[config.mk]
export PLATFORM = sky130hd
export DESIGN_NAME = hazard_scoreboard
export DESIGN_NICKNAME = d
export VERILOG_FILES = /design/src/rtl/hazard_scoreboard.sv
export SDC_FILE = /design/constraint.sdc
export NUM_CORES = 1
export LEC_CHECK = 0
export CAP_MARGIN = 10
export CORE_MARGIN = 8
export CORE_UTILIZATION = 31
export CTS_CLUSTER_SIZE = 28
export DETAILED_ROUTE_END_ITERATION = 8
export PLACE_DENSITY = 0.77
export SETUP_SLACK_MARGIN = 0.5
export SLEW_MARGIN = 20
export SYNTH_ARGS = -nofsm -noshare
export SYNTH_HDL_FRONTEND = slang
export SYNTH_SLANG_ARGS = --single-unit
export TNS_END_PERCENT = 100
[constraint.sdc]
create_clock -name sysclk -period 2.3 [get_ports sysclk]
set_input_delay 0.23 -clock sysclk [delete_from_list [all_inputs] [get_ports sysclk]]
set_output_delay 0.23 -clock sysclk [all_outputs]
set_load 0.02 [all_outputs]
[src/rtl/hazard_scoreboard.sv]
// hazard_scoreboard: hazard and forwarding controller for an in-order pipeline.
// A DEPTH-entry shift scoreboard records the destination register of every
// instruction downstream of decode. From it the block derives forwarding
// selects for both decode operands, load-use stalls, and fetch/decode flushes
// for decode-stage jumps and execute-resolved branches.
// Optional feature macro: HAZ_PERF_EN builds the cycle/stall/flush counters;
// without it the counter outputs are tied to zero.
module hazard_scoreboard #(
  parameter int REG_AW       = 5,
  parameter int DEPTH        = 2,
  parameter int LOAD_STAGE   = 2,
  parameter int JUMP_BUBBLES = 1,
  parameter int BR_BUBBLES   = 2,
  parameter int CNT_W        = 32,
  localparam int SELW        = $clog2(DEPTH + 1)
) (
  input  logic              sysclk,
  input  logic              cpu_resetn,
  input  logic              dec_valid,
  input  logic [REG_AW-1:0] dec_rs,
  input  logic [REG_AW-1:0] dec_rt,
  input  logic [REG_AW-1:0] dec_wreg,
  input  logic              dec_is_load,
  input  logic              dec_is_jump,
  input  logic              exe_redirect,
  output logic              stall,
  output logic              flush_fd,
  output logic [SELW-1:0]   fwd_s,
  output logic [SELW-1:0]   fwd_t,
  output logic [CNT_W-1:0]  cyc_cnt,
  output logic [CNT_W-1:0]  stall_cnt,
  output logic [CNT_W-1:0]  flush_cnt
);

  // Flush counter must hold the larger of the two reload values.
  localparam int FMAX = (JUMP_BUBBLES > BR_BUBBLES - 1) ? JUMP_BUBBLES : BR_BUBBLES - 1;
  localparam int FCW  = (FMAX < 1) ? 1 : $clog2(FMAX + 1);

  // Scoreboard entries: index 1 = execute ... index DEPTH = write-back.
  logic              valid_q [1:DEPTH];
  logic [REG_AW-1:0] wreg_q  [1:DEPTH];
  logic [SELW-1:0]   rdy_q   [1:DEPTH];

  logic [FCW-1:0]    fcnt_q, fcnt_d;
  logic [SELW-1:0]   match_s, match_t;
  logic [SELW-1:0]   rdy_s, rdy_t;
  logic              hazard_s, hazard_t;
  logic              issue, jump_issue;

  // Youngest-producer lookup per operand; the descending loop lets the
  // smallest matching index overwrite any older match.
  always_comb begin
    match_s = '0;
    match_t = '0;
    rdy_s   = '0;
    rdy_t   = '0;
    for (int k = DEPTH; k >= 1; k--) begin
      if (dec_rs != '0 && valid_q[k] && wreg_q[k] == dec_rs) begin
        match_s = SELW'(k);
        rdy_s   = rdy_q[k];
      end
      if (dec_rt != '0 && valid_q[k] && wreg_q[k] == dec_rt) begin
        match_t = SELW'(k);
        rdy_t   = rdy_q[k];
      end
    end
  end

  // A producer whose result is not yet available at its stage is a hazard.
  assign hazard_s   = (match_s != '0) && (match_s < rdy_s);
  assign hazard_t   = (match_t != '0) && (match_t < rdy_t);
  assign fwd_s      = hazard_s ? '0 : match_s;
  assign fwd_t      = hazard_t ? '0 : match_t;

  assign stall      = dec_valid & ~exe_redirect & (hazard_s | hazard_t);
  assign issue      = dec_valid & ~stall & ~exe_redirect & (dec_wreg != '0);
  assign jump_issue = dec_valid & dec_is_jump & ~stall;
  assign flush_fd   = exe_redirect | (fcnt_q != '0);

  // Flush counter next state: redirect outranks jump; a jump reloads, never adds.
  always_comb begin
    fcnt_d = fcnt_q;
    if (exe_redirect) begin
      fcnt_d = FCW'(BR_BUBBLES - 1);
    end else if (jump_issue) begin
      fcnt_d = FCW'(JUMP_BUBBLES);
    end else if (fcnt_q != '0) begin
      fcnt_d = fcnt_q - 1'b1;
    end
  end

  // Scoreboard shift: entry 1 takes the issuing instruction (or a bubble),
  // every other entry takes its younger neighbour; entry DEPTH falls off.
  always_ff @(posedge sysclk or negedge cpu_resetn) begin
    if (!cpu_resetn) begin
      for (int k = 1; k <= DEPTH; k++) begin
        valid_q[k] <= 1'b0;
        wreg_q[k]  <= '0;
        rdy_q[k]   <= '0;
      end
    end else begin
      valid_q[1] <= issue;
      wreg_q[1]  <= issue ? dec_wreg : '0;
      rdy_q[1]   <= dec_is_load ? SELW'(LOAD_STAGE) : SELW'(1);
      for (int k = 2; k <= DEPTH; k++) begin
        valid_q[k] <= valid_q[k-1];
        wreg_q[k]  <= wreg_q[k-1];
        rdy_q[k]   <= rdy_q[k-1];
      end
    end
  end

  // Flush bubble counter register.
  always_ff @(posedge sysclk or negedge cpu_resetn) begin
    if (!cpu_resetn) begin
      fcnt_q <= '0;
    end else begin
      fcnt_q <= fcnt_d;
    end
  end

`ifdef HAZ_PERF_EN
  logic [CNT_W-1:0] cyc_q, stall_q, flush_q;

  // Free-running performance counters; they wrap silently.
  always_ff @(posedge sysclk or negedge cpu_resetn) begin
    if (!cpu_resetn) begin
      cyc_q   <= '0;
      stall_q <= '0;
      flush_q <= '0;
    end else begin
      cyc_q <= cyc_q + 1'b1;
      if (stall)    stall_q <= stall_q + 1'b1;
      if (flush_fd) flush_q <= flush_q + 1'b1;
    end
  end

  assign cyc_cnt   = cyc_q;
  assign stall_cnt = stall_q;
  assign flush_cnt = flush_q;
`else
  assign cyc_cnt   = '0;
  assign stall_cnt = '0;
  assign flush_cnt = '0;
`endif

endmodule

# [Word level (Yosys, flattened, before mapping)]
# Index checks and enable logic that the tools add are counted.
[totals] out_inout_bits=102 in_bits=21 wordCells=55 regBits=17
[op_classes] magnitude_cmp=2 mux=15 add_sub_neg=1 reduce_logical=15 n_eq_ne=4 n_bitwise=11
[ops] op="2-to-1 mux 2 bit" count=11
[ops] op="equality test 5 bit" count=4
[ops] op="nonzero test 5 bit" count=3
[ops] op="logical AND 1 bit" count=10
[ops] op="AND 1 bit" count=7
[ops] op="2-to-1 mux 5 bit" count=1
[ops] op="less-than comparator 2 bit" count=2
[ops] op="nonzero test 2 bit" count=2
[ops] op="2-to-1 mux 1 bit" count=3
[ops] op="inverter 1 bit" count=2
[ops] op="bitwise OR 1 bit" count=2
[ops] op="subtractor 1 bit, second input constant" count=1

# [Longest topological paths before layout]
# Gate-level depths: netlist of the first run.
[logic_depth] word_depth=14 mapped_depth=8 ltp_nobuf=8

# [Least setup slack after synthesis of the first run]
# OpenSTA, ideal clock, no wires.
[synth_path] kind="reg2out" from="reg wreg_q[0] (netlist bit)" to="out stall" required_ns=2.070 path_slack_ns=-0.199 t_arrival_ns=2.269 path_buffers=0 stages_incl_launch_ff=8 path_cell_list="dfrtp_1 > xor2_1 > or4_4 > nor2_1 > a22oi_1 > ha_1 > a221oi_4 > o21a_1"
[synth_via] elab_chain_len=8 elab_cells_between_ends=20 classes_between="order compare: 2; eq/ne: 2; mux: 8; bitwise: 2; reduce/logical: 6"
[synth_lines] item="start, declared" line_no="41" source="logic [REG_AW-1:0] wreg_q [1:DEPTH];"
[synth_lines] item="start signal, assigned by index" line_no="107" source="wreg_q[k] <= wreg_q[k-1];"
[synth_lines] item="equality test 5 bit, on equally long branches" line_no="58, 62"
[synth_lines] item="logical AND 1 bit, on equally long branches" line_no="58, 62"
[synth_lines] item="2-to-1 mux 2 bit, on equally long branches (2 in series)" line_no="58, 62"
[synth_lines] item="less-than comparator 2 bit, or another cell as far along" line_no="70" source="assign hazard_s = (match_s != '0) && (match_s < rdy_s);"
[synth_lines] item="logical AND 1 bit, on equally long branches" line_no="70, 71"
[synth_lines] item="bitwise OR 1 bit *" line_no="75" source="assign stall = dec_valid & ~exe_redirect & (hazard_s | hazard_t);"
[synth_lines] item="AND 1 bit *" line_no="75"
[synth_lines] item="end, declared" line_no="26" source="output logic stall,"
# Every way passes the cells marked *; elsewhere a longest branch is shown, timed or not.

# [Worst setup path after layout of the first run]
[layout_path] from="reg wreg_q[2] (netlist bit)" to="out stall"
# The elaborated chain is that of the path after synthesis.

==> run metrics, run 1 <==
Worst path max stage delay=0.45 ns; # port buffers=26; Post-CTS Hold Buffers=0; DRC=0; Mapped Cells=184; Tmin final=2.72 ns; CP cell instances=xnor2_1 > nand4_1 > or4_4 > nor2_4 > a22oi_2 > ha_1 > a221oi_4 > buf_6 > o21a_4 > buf_6; global-route usage over all layers=8.05%; Hold Path End=rdy_q[0]; failing checks=negative setup slack; worst min-delay path class=reg2reg; synth top area cells=buf_4 (43%), dfrtp_1 (26%), xnor2_1 (8.5%); post-synthesis cell area=0.00166 sq mm; Critical Path Most Common Cell=buf_6; worst-path cell with the longest stage delay=or4_4; fmax=0.367 GHz; area leader, netlist=buf_4; Starting Density=32.3%; library cells used by synthesis=21; Worst Path Max Fanout=2; max cap viols=0; post-synthesis sequential area ratio=25.7%; Die ar.=0.00794 sq mm; dpl hpwl=3070 um; Final Worst Setup Slack=-0.423 ns; static leakage=1.03 nW; worst slack at placement=-1.14 ns; Layout Skew=0.000574 ns; Vias/cell=3.43; r2r setup slk=-0.13 ns; # placed instances=294; VDD IR max=224 uV; Die Y=89.1 um; CP Launch Type=register; Worst-Margin Slew=0.696 ns; multi-input logic area=0.00102 sq mm; I/O pin count=123; Storage cell area=425 sq um; CTS tree=built; yosys warns=0; Worst EP required=2.07 ns; htree depth=1; Antenna diodes=0; outcome=finished with violations; gr ovfl total=0; worst reg2reg endpoint=fcnt_q; Die X=89.1 um; Vias=1064; R2R Path Start=wreg_q[2]; final period utilization=118%; Max Slew Vio Count=0; final setup fails=12; total power=0.000809 W; share of cells above drive strength 1=26.3%; Iter 0 DRT Violations=44; r2r worst-path depth=10; largest net degree at the start of global routing=18; Area Overhead vs Synth=23.6%; Setup CP Type=reg2out; first-pass GRT wire length=5090 um; cts bufs inserted=3; final wirelength=3680 um; Pwr Density=395 mW/mm^2; iteration count of the initial detailed-routing pass=3; Root Buffer=clkbuf_8; # nets final=264; CTS max path bufs=2; post-synth top area share=43.5%; Routed WL per cell=11.9 um; initial antenna violation count=0; Clk pin slew, worst setup/hold paths=0.06 ns; Syn Area/Cell=9.01 sq um; final instance area=0.00205 sq mm; endpoint arrival time on the critical path=2.49 ns; # fillers=560; Hold Crit Start=rdy_q[2]; Clock Latency Late Sink=0.24 ns; Final ANT Viol Nets=0; gpl congestion=0.842; RSZ-0062 raised after global routing=true; std cell rows=26; post-synthesis register bit count=17; Worst setup EP type=output pin; Final Hold Violating Endpoints=0; vias in the first global route=1131; core area=0.00514 sq mm; placed inst area=0.00177 sq mm; Hold Path Cell Cnt=0; Rel. slew slack=53.4%; clock sink count=17; final non-filler cell total=310
==> cells in the mapped netlist <==
| cell | n |
|---|---|
| or3_1 | 2 |
| nand2_1 | 8 |
| o31ai_1 | 3 |
| nor2b_1 | 1 |
| nand4_1 | 4 |
| a221oi_4 | 2 |
| conb_1 | 1 |
| or4_1 | 3 |
| a22oi_1 | 2 |
| o21ai_0 | 1 |
| inv_1 | 2 |
| or4_4 | 2 |
| xor2_1 | 4 |
| dfrtp_1 | 17 |
| ha_1 | 2 |
| nor2_1 | 6 |
| nor3_1 | 10 |
| o21a_1 | 1 |
| xnor2_1 | 16 |
| buf_4 | 96 |
| or2_2 | 1 |
==> worst max path at each step <==
stage,from,endpoint,slack [ns]
6_report,wreg_q[2],stall,-0.42
5_1_grt,wreg_q[4],fwd_s[1],-0.59
3_5_place_dp,dec_rt[2],stall,-1.14
3_3_place_gp,dec_rt[2],stall,-1.08
2_1_floorplan,wreg_q[0],stall,-0.14
4_1_cts,wreg_q[2],stall,-0.56
==> flip-flops by register name (all words and copies together) (netlist names) <==
signal / cells
valid_q: 2
fcnt_q: 1
rdy_q: 4
wreg_q: 10
==> cell usage in the layout, fill, tap and decap left out, drive strengths merged <==
cell	netlist	layout
buf	96	32
conb	1	96
ha	2	2
clkbuf	0	4
nand4	4	4
dfrtp	17	17
o21ai	1	1
or2	1	1
inv	2	2
nor3	10	10
nor2b	1	1
a22oi	2	2
nand2	8	8
dlymetal6s2s	0	1
xor2	4	4
o31ai	3	3
o21a	1	1
nor2	6	6
or4	5	5
clkdlybuf4s50	0	11
or3	2	2
a221oi	2	2
xnor2	16	16
dlygate4sd2	0	9
==> power by group <==
group | total, W | internal (W) | switching [W]
logic | 0.000273 | 0.0000736 | 0.000200
registers | 0.000326 | 0.000313 | 0.0000134
clock network | 0.000209 | 0.000122 | 0.0000867
total | 0.000809 | 0.000509 | 0.000300
==> critical path: cells and delay by family, from the launching register on <==
kind                     cells  cell delay [ns]
buffers and inverters        2             0.26
AO/OA/AOI/OAI                3             0.43
AND/OR/NAND/NOR              3             0.69
flip-flops                   1             0.40
XOR/XNOR                     1             0.16
adder cells (fa/ha/maj)      1             0.31
==> per-layer routing <==
| metal | track usage [%] | vias to the layer above | routed length, um | part of all wire [%] |
|---|---|---|---|---|
| met5 | 0 | - | 0 | 0 |
| li1 | - | 524 | - | - |
| met1 | 9.16 | 481 | 1380 | 37 |
| met2 | 14.6 | 57 | 2020 | 55 |
| met3 | 1.75 | 2 | 275 | 7.5 |
| met4 | 2.27 | 0 | 16 | 0.43 |
==> metrics by stage <==
step	hold WS, ns	util, %	setup TNS [ns]
global route	0.362	39.9	-4.50
CTS	0.349	37.7	-3.35
finish	0.346	39.9	-2.81
global placement	0.333	34.5	-7.83
detailed placement	0.336	34.5	-8.59
floorplan	-0.0656	-	-0.422
==> area by class of cell <==
cell class / count / area share [%]
Clock buffer: 4 / 2.20
Inverter: 2 / 0.366
Multi-Input combinational cell: 164 / 49.7
Sequential cell: 17 / 20.8
Tap cell: 70 / 4.27
Timing Repair Buffer: 53 / 22.7
==> logic make-up after synthesis <==
family,share of synthesized area [%]
adder cells (fa/ha/maj),1.51
buffers and inverters,43.9
other,0.226
AND/OR/NAND/NOR,11.9
XOR/XNOR,10.6
flip-flops,25.7
AO/OA/AOI/OAI,6.19
==> repair_timing <==
item | in CTS | in global routing
gates cloned | 0 | 0
setup buffers | 10 | 2
setup endpoints to repair | 12 | 12
resized for setup | 51 | 18
endpoints found under the hold margin | 0 | 0
pin swaps | 8 | 17
Note: power is estimated with default switching activity, not from simulation.
==> inputs of run 2 (changes only) <==
Settings changed: CORE_MARGIN 8 to 2.
==> run metrics, run 2 (synthesized netlist as in run 1, its figures left out) <==
# placed instances=295 (was 294); Final Worst Setup Slack=-0.440 ns (was -0.423 ns); Vias=1110 (was 1064); fin util=39.6% (was 39.9%); # nets final=259 (was 264); CTS tree=built (unchanged); gpl congestion=0.871 (was 0.842); htree depth=1 (unchanged); Hold Crit Start=rdy_q[2] (unchanged); Vias/cell=3.64 (was 3.43); Starting Density=32.3% (unchanged); final instance area=0.00204 sq mm (was 0.00205 sq mm); fmax=0.365 GHz (was 0.367 GHz); max FFs per register=10 (unchanged); Die X=77.1 um (was 89.1 um); placed inst area=0.00178 sq mm (was 0.00177 sq mm); leading cell types in the layout, fill and taps excluded=conb_1 (96), buf_4 (20), dfrtp_1 (17) (was conb_1 (96), buf_4 (25), dfrtp_1 (17)); worst path bufs/invs=2 (unchanged); Worst-Margin Slew=0.688 ns (was 0.696 ns); Rel. slew slack=54.0% (was 53.4%); cts bufs inserted=3 (unchanged); Final Hold Violating Endpoints=0 (unchanged); std cell rows=26 (unchanged); Die Y=77.1 um (was 89.1 um); Critical Path Most Common Cell=buf_6 (unchanged); CP cell instances=xnor2_1 > nand4_1 > or4_4 > nor2_4 > a22oi_2 > ha_4 > a221oi_4 > buf_6 > o21a_2 > buf_6 (was xnor2_1 > nand4_1 > or4_4 > nor2_4 > a22oi_2 > ha_1 > a221oi_4 > buf_6 > o21a_4 > buf_6); max cap viols=0 (unchanged); initial antenna violation count=0 (unchanged); Setup CP Type=reg2out (unchanged); I/O pin count=123 (unchanged); Pwr Density=396 mW/mm^2 (was 395 mW/mm^2); worst min-delay path class=reg2reg (unchanged); Die ar.=0.00595 sq mm (was 0.00794 sq mm); Max Slew Vio Count=0 (unchanged); static leakage=1.00 nW (was 1.03 nW); first-pass GRT wire length=4310 um (was 5090 um); Clock Latency Late Sink=0.24 ns (about the same); final setup fails=12 (unchanged); worst-path cell with the longest stage delay=or4_4 (unchanged); final period utilization=119% (was 118%); Iter 0 DRT Violations=19 (was 44); outcome=finished with violations (unchanged); Worst path max stage delay=0.46 ns (was 0.45 ns); Antenna diodes=0 (unchanged); CP Launch Type=register (unchanged); commonest non-fill, non-tap cell in the layout=conb_1 (unchanged); Final ANT Viol Nets=0 (unchanged); Worst setup EP type=output pin (unchanged); CTS max path bufs=2 (unchanged); Area Overhead vs Synth=22.8% (was 23.6%); Root Buffer=clkbuf_8 (unchanged); endpoint arrival time on the critical path=2.51 ns (was 2.49 ns); share of cells above drive strength 1=24.3% (was 26.3%); Top Registers=wreg_q: 10 flops, rdy_q: 4 flops, valid_q: 2 flops (unchanged); global-route usage over all layers=9.11% (was 8.05%); Worst EP required=2.07 ns (about the same); dpl hpwl=2380 um (was 3070 um); Tmin final=2.74 ns (was 2.72 ns); Clk pin slew, worst setup/hold paths=0.06 ns (about the same); iteration count of the initial detailed-routing pass=4 (was 3); worst slack at placement=-1.13 ns (was -1.14 ns); failing checks=negative setup slack (unchanged); largest net degree at the start of global routing=18 (unchanged); # port buffers=26 (unchanged); RSZ-0062 raised after global routing=true (unchanged); CP delay by family, top=simple AND/OR/NAND/NOR gates (unchanged); final non-filler cell total=305 (was 310); Worst Path Max Fanout=2 (unchanged); Fin Hold WS=0.347 ns (was 0.346 ns); gr ovfl total=0 (unchanged); crit path launch=wreg_q[2] (unchanged); DRC=0 (unchanged); R2R Path Start=wreg_q[9] (was wreg_q[2]); clock sink count=17 (unchanged); VDD IR max=229 uV (was 224 uV); core area=0.00514 sq mm (unchanged); Routed WL per cell=9.84 um (was 11.9 um); vias in the first global route=988 (was 1131); Largest Register=wreg_q (unchanged); final wirelength=3000 um (was 3680 um); Layout Skew=0.00111 ns (was 0.000574 ns)
run 2: path summary, 6_finish.rpt:
kind / end / slack (ns) / depth (start not counted)
worst max register to register: fcnt_q / -0.15 / 10
worst min-delay path: rdy_q[0] / 0.35 / 0
max in group asynchronous: wreg_q[7] / 1.46 / 1
worst max-delay path: stall / -0.44 / 10
worst min register to register: rdy_q[0] / 0.35 / 0
min in group asynchronous: wreg_q[1] / 0.40 / 1
run 2: metrics by stage:
step / total power [W] / setup TNS (ns)
after floorplan: 0.000635 / -0.422
after global placement: 0.000580 / -8.04
after detailed placement: 0.000584 / -8.83
after CTS: 0.000800 / -4.33
after global routing: 0.000845 / -4.65
final: 0.000807 / -2.92
run 2: repair_timing:
item,CTS,global route
hold buffers,0,0
gates cloned,0,0
resized for setup,57,16
setup buffers,5,1
setup endpoints to repair,12,12
pin swaps,16,12
run 2: power breakdown:
part / switching [W] / leakage, nW / internal [W]
sequential: 0.0000127 / 0.218 / 0.000313
clock: 0.0000879 / 0.0228 / 0.000123
combinational: 0.000198 / 0.759 / 0.0000729
total: 0.000298 / 1.00 / 0.000509
run 2: metal layers:
metal  routed length, um  part of all wire [%]  up-vias  track usage, %
met1                1060                    35      532            10.7
li1                    -                     -      514               -
met4                  43                   1.4        0            4.11
met2                1700                    57       60            16.1
met3                 191                   6.4        4            1.53
met5                   0                     0        -               0
run 2: area by class of cell:
| class | instances | area, sq um |
|---|---|---|
| multi-input cells | 164 | 1040 |
| well taps | 70 | 87.6 |
| inverters | 2 | 7.51 |
| clock buffers | 4 | 45.0 |
| fillers | 528 | 3100 |
| flip-flops and latches | 17 | 425 |
| repair buffers | 48 | 433 |
